File: config.mk
export PLATFORM = sky130hd
export DESIGN_NAME = read_stage_mp
export DESIGN_NICKNAME = d
export VERILOG_FILES = /design/src/rtl/rv_pkg.sv /design/src/rtl/rv_imm_gen.sv /design/src/rtl/read_stage_mp.sv
export SDC_FILE = /design/constraint.sdc
export NUM_CORES = 2
export LEC_CHECK = 0
export ABC_AREA = 0
export BUFFER_PORTS_ARGS = -buffer_cell sky130_fd_sc_hd__clkbuf_2
export CORE_MARGIN = 4
export CORE_UTILIZATION = 40
export CTS_CLUSTER_DIAMETER = 30
export DETAILED_ROUTE_END_ITERATION = 10
export GPL_TIMING_DRIVEN = 0
export SLEW_MARGIN = 15
export SYNTH_ARGS = -nofsm -noshare
export SYNTH_HDL_FRONTEND = slang
export SYNTH_HIERARCHICAL = 1
export SYNTH_SLANG_ARGS = --single-unit
File: constraint.sdc
create_clock -name clk -period 45 [get_ports clk]
set_clock_uncertainty 0.05 [all_clocks]
set_input_delay 2.25 -clock clk [delete_from_list [all_inputs] [get_ports clk]]
set_output_delay 2.25 -clock clk [all_outputs]
set_load 0.1 [all_outputs]
File: src/rtl/rv_pkg.sv
// Shared RISC-V decode constants for the front-end pipeline stages.
package rv_pkg;

   localparam int unsigned XLEN_DEFAULT = 32;

   localparam logic [6:0] OP_LUI    = 7'b0110111;
   localparam logic [6:0] OP_AUIPC  = 7'b0010111;
   localparam logic [6:0] OP_JAL    = 7'b1101111;
   localparam logic [6:0] OP_JALR   = 7'b1100111;
   localparam logic [6:0] OP_BRANCH = 7'b1100011;
   localparam logic [6:0] OP_LOAD   = 7'b0000011;
   localparam logic [6:0] OP_STORE  = 7'b0100011;
   localparam logic [6:0] OP_IMM    = 7'b0010011;
   localparam logic [6:0] OP_REG    = 7'b0110011;

   localparam int unsigned REG_FW  = 5;
   localparam int unsigned RD_LSB  = 7;
   localparam int unsigned RS1_LSB = 15;
   localparam int unsigned RS2_LSB = 20;

   function automatic logic [4:0] rs1_of(input logic [31:0] ir);
      return ir[RS1_LSB +: REG_FW];
   endfunction

   function automatic logic [4:0] rs2_of(input logic [31:0] ir);
      return ir[RS2_LSB +: REG_FW];
   endfunction

   // x0 and indices beyond the implemented file (RV32E) are never stored.
   function automatic logic reg_valid(input logic [4:0] idx, input int unsigned nregs);
      return (idx != 5'd0) && (32'(idx) < nregs);
   endfunction

endpackage

File: src/rtl/rv_imm_gen.sv
// Combinational RISC-V immediate generator: 32-bit instruction in, sign-extended
// XLEN immediate out. Unknown opcodes produce zero.
module rv_imm_gen
   import rv_pkg::*;
#(
   parameter int unsigned XLEN = XLEN_DEFAULT
) (
   input  logic [31:0]     ir,
   output logic [XLEN-1:0] imm
);

   logic [31:0] imm32;

   always_comb begin
      imm32 = '0;
      case (ir[6:0])
         OP_LUI, OP_AUIPC: imm32 = {ir[31:12], 12'b0};
         OP_JAL:           imm32 = {{11{ir[31]}}, ir[31], ir[19:12], ir[20], ir[30:21], 1'b0};
         OP_JALR, OP_LOAD, OP_IMM: imm32 = {{20{ir[31]}}, ir[31:20]};
         OP_BRANCH:        imm32 = {{19{ir[31]}}, ir[31], ir[7], ir[30:25], ir[11:8], 1'b0};
         OP_STORE:         imm32 = {{20{ir[31]}}, ir[31:25], ir[11:7]};
         default:          imm32 = '0;
      endcase
   end

   assign imm = XLEN'($signed(imm32));

endmodule

File: src/rtl/read_stage_mp.sv
// Register-read / immediate stage: multi-port register file with write bypass and a
// single output slot behind a valid/ready handshake.
module read_stage_mp
   import rv_pkg::*;
#(
   parameter int unsigned XLEN     = XLEN_DEFAULT,
   parameter int unsigned NREGS    = 32,
   parameter int unsigned WB_PORTS = 1
) (
   input  logic                     clk,
   input  logic                     rst,
   input  logic [31:0]              ir_in,
   input  logic [XLEN-1:0]          pc_in,
   input  logic                     v_in,
   output logic                     r_out,
   input  logic [WB_PORTS-1:0]      wb_we,
   input  logic [WB_PORTS*5-1:0]    wb_addr,
   input  logic [WB_PORTS*XLEN-1:0] wb_data,
   input  logic                     stall,
   input  logic                     flush,
   output logic [31:0]              ir_out,
   output logic [XLEN-1:0]          pc_out,
   output logic [XLEN-1:0]          a_out,
   output logic [XLEN-1:0]          b_out,
   output logic [XLEN-1:0]          i_out,
   output logic                     v_out,
   input  logic                     r_in
);

   localparam int unsigned AW = $clog2(NREGS);

   logic [XLEN-1:0] rf_q [NREGS];
   logic            full_q, full_d;
   logic [31:0]     ir_q;
   logic [XLEN-1:0] pc_q, a_q, b_q, i_q;

   logic            accept, drain;
   logic [XLEN-1:0] imm;
   logic [4:0]      rs1_in, rs2_in, rs1_held, rs2_held;
   logic [XLEN-1:0] rs1_val, rs2_val, rs1_wb, rs2_wb;
   logic            rs1_hit, rs2_hit;
   logic [WB_PORTS-1:0] wb_wr;
   logic [AW-1:0]   wb_idx [WB_PORTS];

   // Same-cycle write-port lookup; later ports override earlier ones.
   function automatic logic wb_match(input logic [4:0] idx,
                                     input logic [WB_PORTS-1:0] we,
                                     input logic [WB_PORTS*5-1:0] addr);
      logic hit;
      hit = 1'b0;
      for (int p = 0; p < WB_PORTS; p++) begin
         if (we[p] && addr[p*5 +: 5] == idx) hit = 1'b1;
      end
      return hit && reg_valid(idx, NREGS);
   endfunction

   function automatic logic [XLEN-1:0] wb_value(input logic [4:0] idx,
                                                input logic [WB_PORTS-1:0] we,
                                                input logic [WB_PORTS*5-1:0] addr,
                                                input logic [WB_PORTS*XLEN-1:0] data);
      logic [XLEN-1:0] val;
      val = '0;
      for (int p = 0; p < WB_PORTS; p++) begin
         if (we[p] && addr[p*5 +: 5] == idx) val = data[p*XLEN +: XLEN];
      end
      return val;
   endfunction

   rv_imm_gen #(
      .XLEN (XLEN)
   ) u_imm_gen (
      .ir  (ir_in),
      .imm (imm)
   );

   assign v_out  = full_q & ~stall;
   assign r_out  = ~stall & (~full_q | r_in);
   assign accept = v_in & r_out & ~flush;
   assign drain  = v_out & r_in;

   always_comb begin
      full_d = full_q;
      if (flush)       full_d = 1'b0;
      else if (accept) full_d = 1'b1;
      else if (drain)  full_d = 1'b0;
   end

   always_comb begin
      for (int p = 0; p < WB_PORTS; p++) begin
         wb_wr[p]  = wb_we[p] & reg_valid(wb_addr[p*5 +: 5], NREGS);
         wb_idx[p] = wb_addr[p*5 +: AW];
      end
   end

   always_comb begin
      rs1_in   = rs1_of(ir_in);
      rs2_in   = rs2_of(ir_in);
      rs1_held = rs1_of(ir_q);
      rs2_held = rs2_of(ir_q);

      rs1_val = '0;
      if (reg_valid(rs1_in, NREGS)) begin
         rs1_val = wb_match(rs1_in, wb_we, wb_addr) ? wb_value(rs1_in, wb_we, wb_addr, wb_data)
                                                    : rf_q[rs1_in[AW-1:0]];
      end
      rs2_val = '0;
      if (reg_valid(rs2_in, NREGS)) begin
         rs2_val = wb_match(rs2_in, wb_we, wb_addr) ? wb_value(rs2_in, wb_we, wb_addr, wb_data)
                                                    : rf_q[rs2_in[AW-1:0]];
      end

      rs1_hit = wb_match(rs1_held, wb_we, wb_addr);
      rs2_hit = wb_match(rs2_held, wb_we, wb_addr);
      rs1_wb  = wb_value(rs1_held, wb_we, wb_addr, wb_data);
      rs2_wb  = wb_value(rs2_held, wb_we, wb_addr, wb_data);
   end

   always_ff @(posedge clk or posedge rst) begin
      if (rst) begin
         for (int r = 0; r < NREGS; r++) rf_q[r] <= '0;
      end else begin
         for (int p = 0; p < WB_PORTS; p++) begin
            if (wb_wr[p]) rf_q[wb_idx[p]] <= wb_data[p*XLEN +: XLEN];
         end
      end
   end

   always_ff @(posedge clk or posedge rst) begin
      if (rst) begin
         full_q <= 1'b0;
         ir_q   <= '0;
         pc_q   <= '0;
         a_q    <= '0;
         b_q    <= '0;
         i_q    <= '0;
      end else begin
         full_q <= full_d;
         if (accept) begin
            ir_q <= ir_in;
            pc_q <= pc_in;
            a_q  <= rs1_val;
            b_q  <= rs2_val;
            i_q  <= imm;
         end else if (full_q) begin
            // Keep a stalled/backpressured slot's operands coherent with writeback.
            if (rs1_hit) a_q <= rs1_wb;
            if (rs2_hit) b_q <= rs2_wb;
         end
      end
   end

   assign ir_out = ir_q;
   assign pc_out = pc_q;
   assign a_out  = a_q;
   assign b_out  = b_q;
   assign i_out  = i_q;

endmodule
==> metrics.md <==
| Metric | Value |
|---|---|
| Vias | `45.3k` |
| Clock-pin slew on the worst setup and hold paths | `0.04 ns` |
| P_leak | `34.2 nW` |
| Final core occ | `49.8%` |
| PD cells | `57.4 nW/um2` |
| Rel. slew slack | `11.8%` |
| Final Max Slew Viols | `0` |
| Die width | `401 um` |
| Initial core utilization | `40.4%` |
| Max Cap Viol | `0` |
| DP HPWL | `180,000 um` |
| Post-synth EDFFs | `0` |
| Critical Path AT | `3.32 ns` |
| Worst Setup End Kind | `primary output` |
| Post-CTS Setup Inserts | `0` |
| Worst path max stage delay | `0.45 ns` |
| Worst path required time | `42.70 ns` |
| Largest net degree at the start of global routing | `109` |
| Remaining global-route overflow | `0` |
| Post-cts resize count | `0` |
| Mapped Cells | `4,573` |
| Core box area | `153,000 um2` |
| Mapped cell area | `61,600 um2` |
| Final Hold Viols | `0` |
| Critical path launch point type | `input pin` |
| Area of the die | `160,000 um2` |
| Max VDD drop | `0.0345 mV` |
| Layout cell share with drive strength beyond 1 | `42.0%` |
| GP Congestion | `1.00` |
| Post-layout instance area | `76,000 um2` |
| Total clock sinks | `1,185` |
| Total CTS buffers | `305` |
| CTS tree | `done` |
| Yosys warning count | `6` |
| Initial antenna violation count | `14` |
| Fin nets | `5,269` |
| First-pass GRT wire length | `337,000 um` |
| Wire per inst | `31.9 um` |
| Worst hold path type | `reg2reg` |
| Critical path peak fanout | `3` |
| Rows | `143` |
| DRT antenna net count | `0` |
| Distinct cells, synth | `67` |
| Layout area overhead | `23.3%` |
| Async set or reset register ratio after synthesis | `100%` |
| Worst-Margin Slew | `1.32 ns` |
| Vias in the first global route | `46.5k` |
| Crit path time final | `5.62 ns` |
| Main synth FF type | `dfrtp_1` |
| DR vias/cell | `6.10` |
| H-tree levels | `5` |
| Io pins | `270` |
| Setup ws final | `39.38 ns` |
| Fin crit share | `12.5%` |
| Register area share after synthesis | `48.1%` |
| Status | `finished, final reports clean` |
| Placed cell areas | `65,900 um2` |
| Synth Area per Inst | `13.5 um2` |
| Place WS | `38.96 ns` |
| GRT Total Usage | `29.0%` |
| Maximum root-to-sink buffer count | `4` |
| DRC | `0` |
| Commonest non-fill, non-tap cell in the layout | `dfrtp_1` |
| Die height | `401 um` |
| Clock latency on the worst-skew pair | `0.92 ns` |
| Final setup viols | `0` |
| Slowest CP cell | `nor2b_1` |
| Yosys reg bits | `1,185` |
| Port Buffers | `268` |
| Fmax | `178 MHz` |
| CTS root buffer | `clkbuf_16` |
| Delay-heaviest family, CP | `buffers and inverters` |
| Initial drt markers | `4,843` |
| Hold buffer count at cts | `0` |
| Post-Route WL | `237,000 um` |
| RSZ-0062 raised after global routing | `false` |
| 1st-pass router iterations | `6` |
| Syn Nets | `4,681` |
| Most frequent cells in the layout | `1,185 x dfrtp_1, 911 x mux2_2, 425 x nand2_1` |
| Worst path most repeated cell | `clkbuf_2` |
| CP Buf/Inv Count | `2` |
| Critical path type | `in2out` |
| Crit-path cells | `clkbuf_2 -> nor2b_1 -> nor2_1 -> clkbuf_2` |
-- metal layers --
layer	global-route usage [%]	wire, um
met1	37.2	94100
met2	43.9	106000
met3	9.20	23700
met4	15.4	13300
met5	0	0
-- worst paths after layout --
check	depth (start not counted)	slack (ns)	start	end
setup / recovery	4	39.38	r_in	r_out
setup reg to reg	7	40.87	full_q$_DFFE_PP0P_	b_out[27]$_DFFE_PP0P_
hold reg to reg	1	0.42	rf_q[1015]$_DFFE_PP0P_	rf_q[1015]$_DFFE_PP0P_
max in group asynchronous	6	41.36	rst	rf_q[119]$_DFFE_PP0P_
hold / removal	1	0.42	rf_q[1015]$_DFFE_PP0P_	rf_q[1015]$_DFFE_PP0P_
min in group asynchronous	2	1.42	rst	ir_out[6]$_DFFE_PP0N_
-- Yosys cell counts (all sizes together), types with 2 or more instances --
cell	count	area [um2]
dfrtp	1185	29700
mux2	1011	11400
nand2	425	1600
mux4	384	8650
mux2i	256	2560
clkbuf	249	938
buf	239	1340
o21ai	114	571
nor2	95	357
o22ai	72	450
a22oi	64	480
nor2b	48	300
o211ai	47	353
a21oi	36	188
a32oi	35	307
a221oi	31	272
a211oi	29	218
a22o	20	175
nor4	20	144
o21a	19	143
a31oi	18	113
o221ai	18	158
a211o	17	149
o2111ai	16	140
a2bb2oi	13	114
nor4b	12	168
xor2	12	105
inv	10	37.5
nor3	10	60.1
a21o	9	67.6
nand3	9	45.0
xnor2	8	70.1
nor3b	7	63.8
nand3b	5	37.5
and3b	4	35.0
or2	4	25.0
nand2b	3	18.8
and3	2	12.5
nand4b	2	17.5
or3b	2	17.5
-- area by class of cell --
cell class / count / area [um2]
Fill cell: 13200 / 76600
Buffer: 488 / 2280
Multi-Input combinational cell: 2890 / 29700
Timing Repair Buffer: 281 / 1700
Sequential cell: 1185 / 29700
Tap cell: 2030 / 2540
Clock buffer: 395 / 8450
Antenna cell: 14 / 35.0
Inverter: 10 / 45.0
Clock inverter: 127 / 1640
-- registers in the layout, summed over array words and instances (netlist names) --
register and cells:
rf_q 1024, a_out 32, b_out 32, i_out 32
ir_out 32, pc_out 32, full_q 1
-- stage by stage --
| step | instances | power (mW) | hold WS [ns] | TNS [ns] |
|---|---|---|---|---|
| after floorplan | 4573 | 1.98 | 0.391 | 0 |
| after global placement | 6871 | 2.18 | 0.402 | -5690.66 |
| after detailed placement | 6884 | 2.20 | 0.415 | 0 |
| after CTS | 7406 | 4.37 | 0.426 | 0 |
| after global routing | 7409 | 4.51 | 0.446 | 0 |
| final | 7420 | 4.36 | 0.417 | 0 |
-- kinds of logic after synthesis --
family	share of synthesized area, %
XOR/XNOR	0.284
flip-flops	48.1
buffers and inverters	3.75
multiplexers	36.7
AO/OA/AOI/OAI	6.44
AND/OR/NAND/NOR	4.76
-- power by group --
| group | switching [mW] | internal, mW |
|---|---|---|
| registers | 0.153 | 1.27 |
| logic | 0.455 | 0.330 |
| clock network | 0.659 | 1.50 |
| total | 1.27 | 3.10 |
No activity file was read; power rests on OpenSTA's default activity.
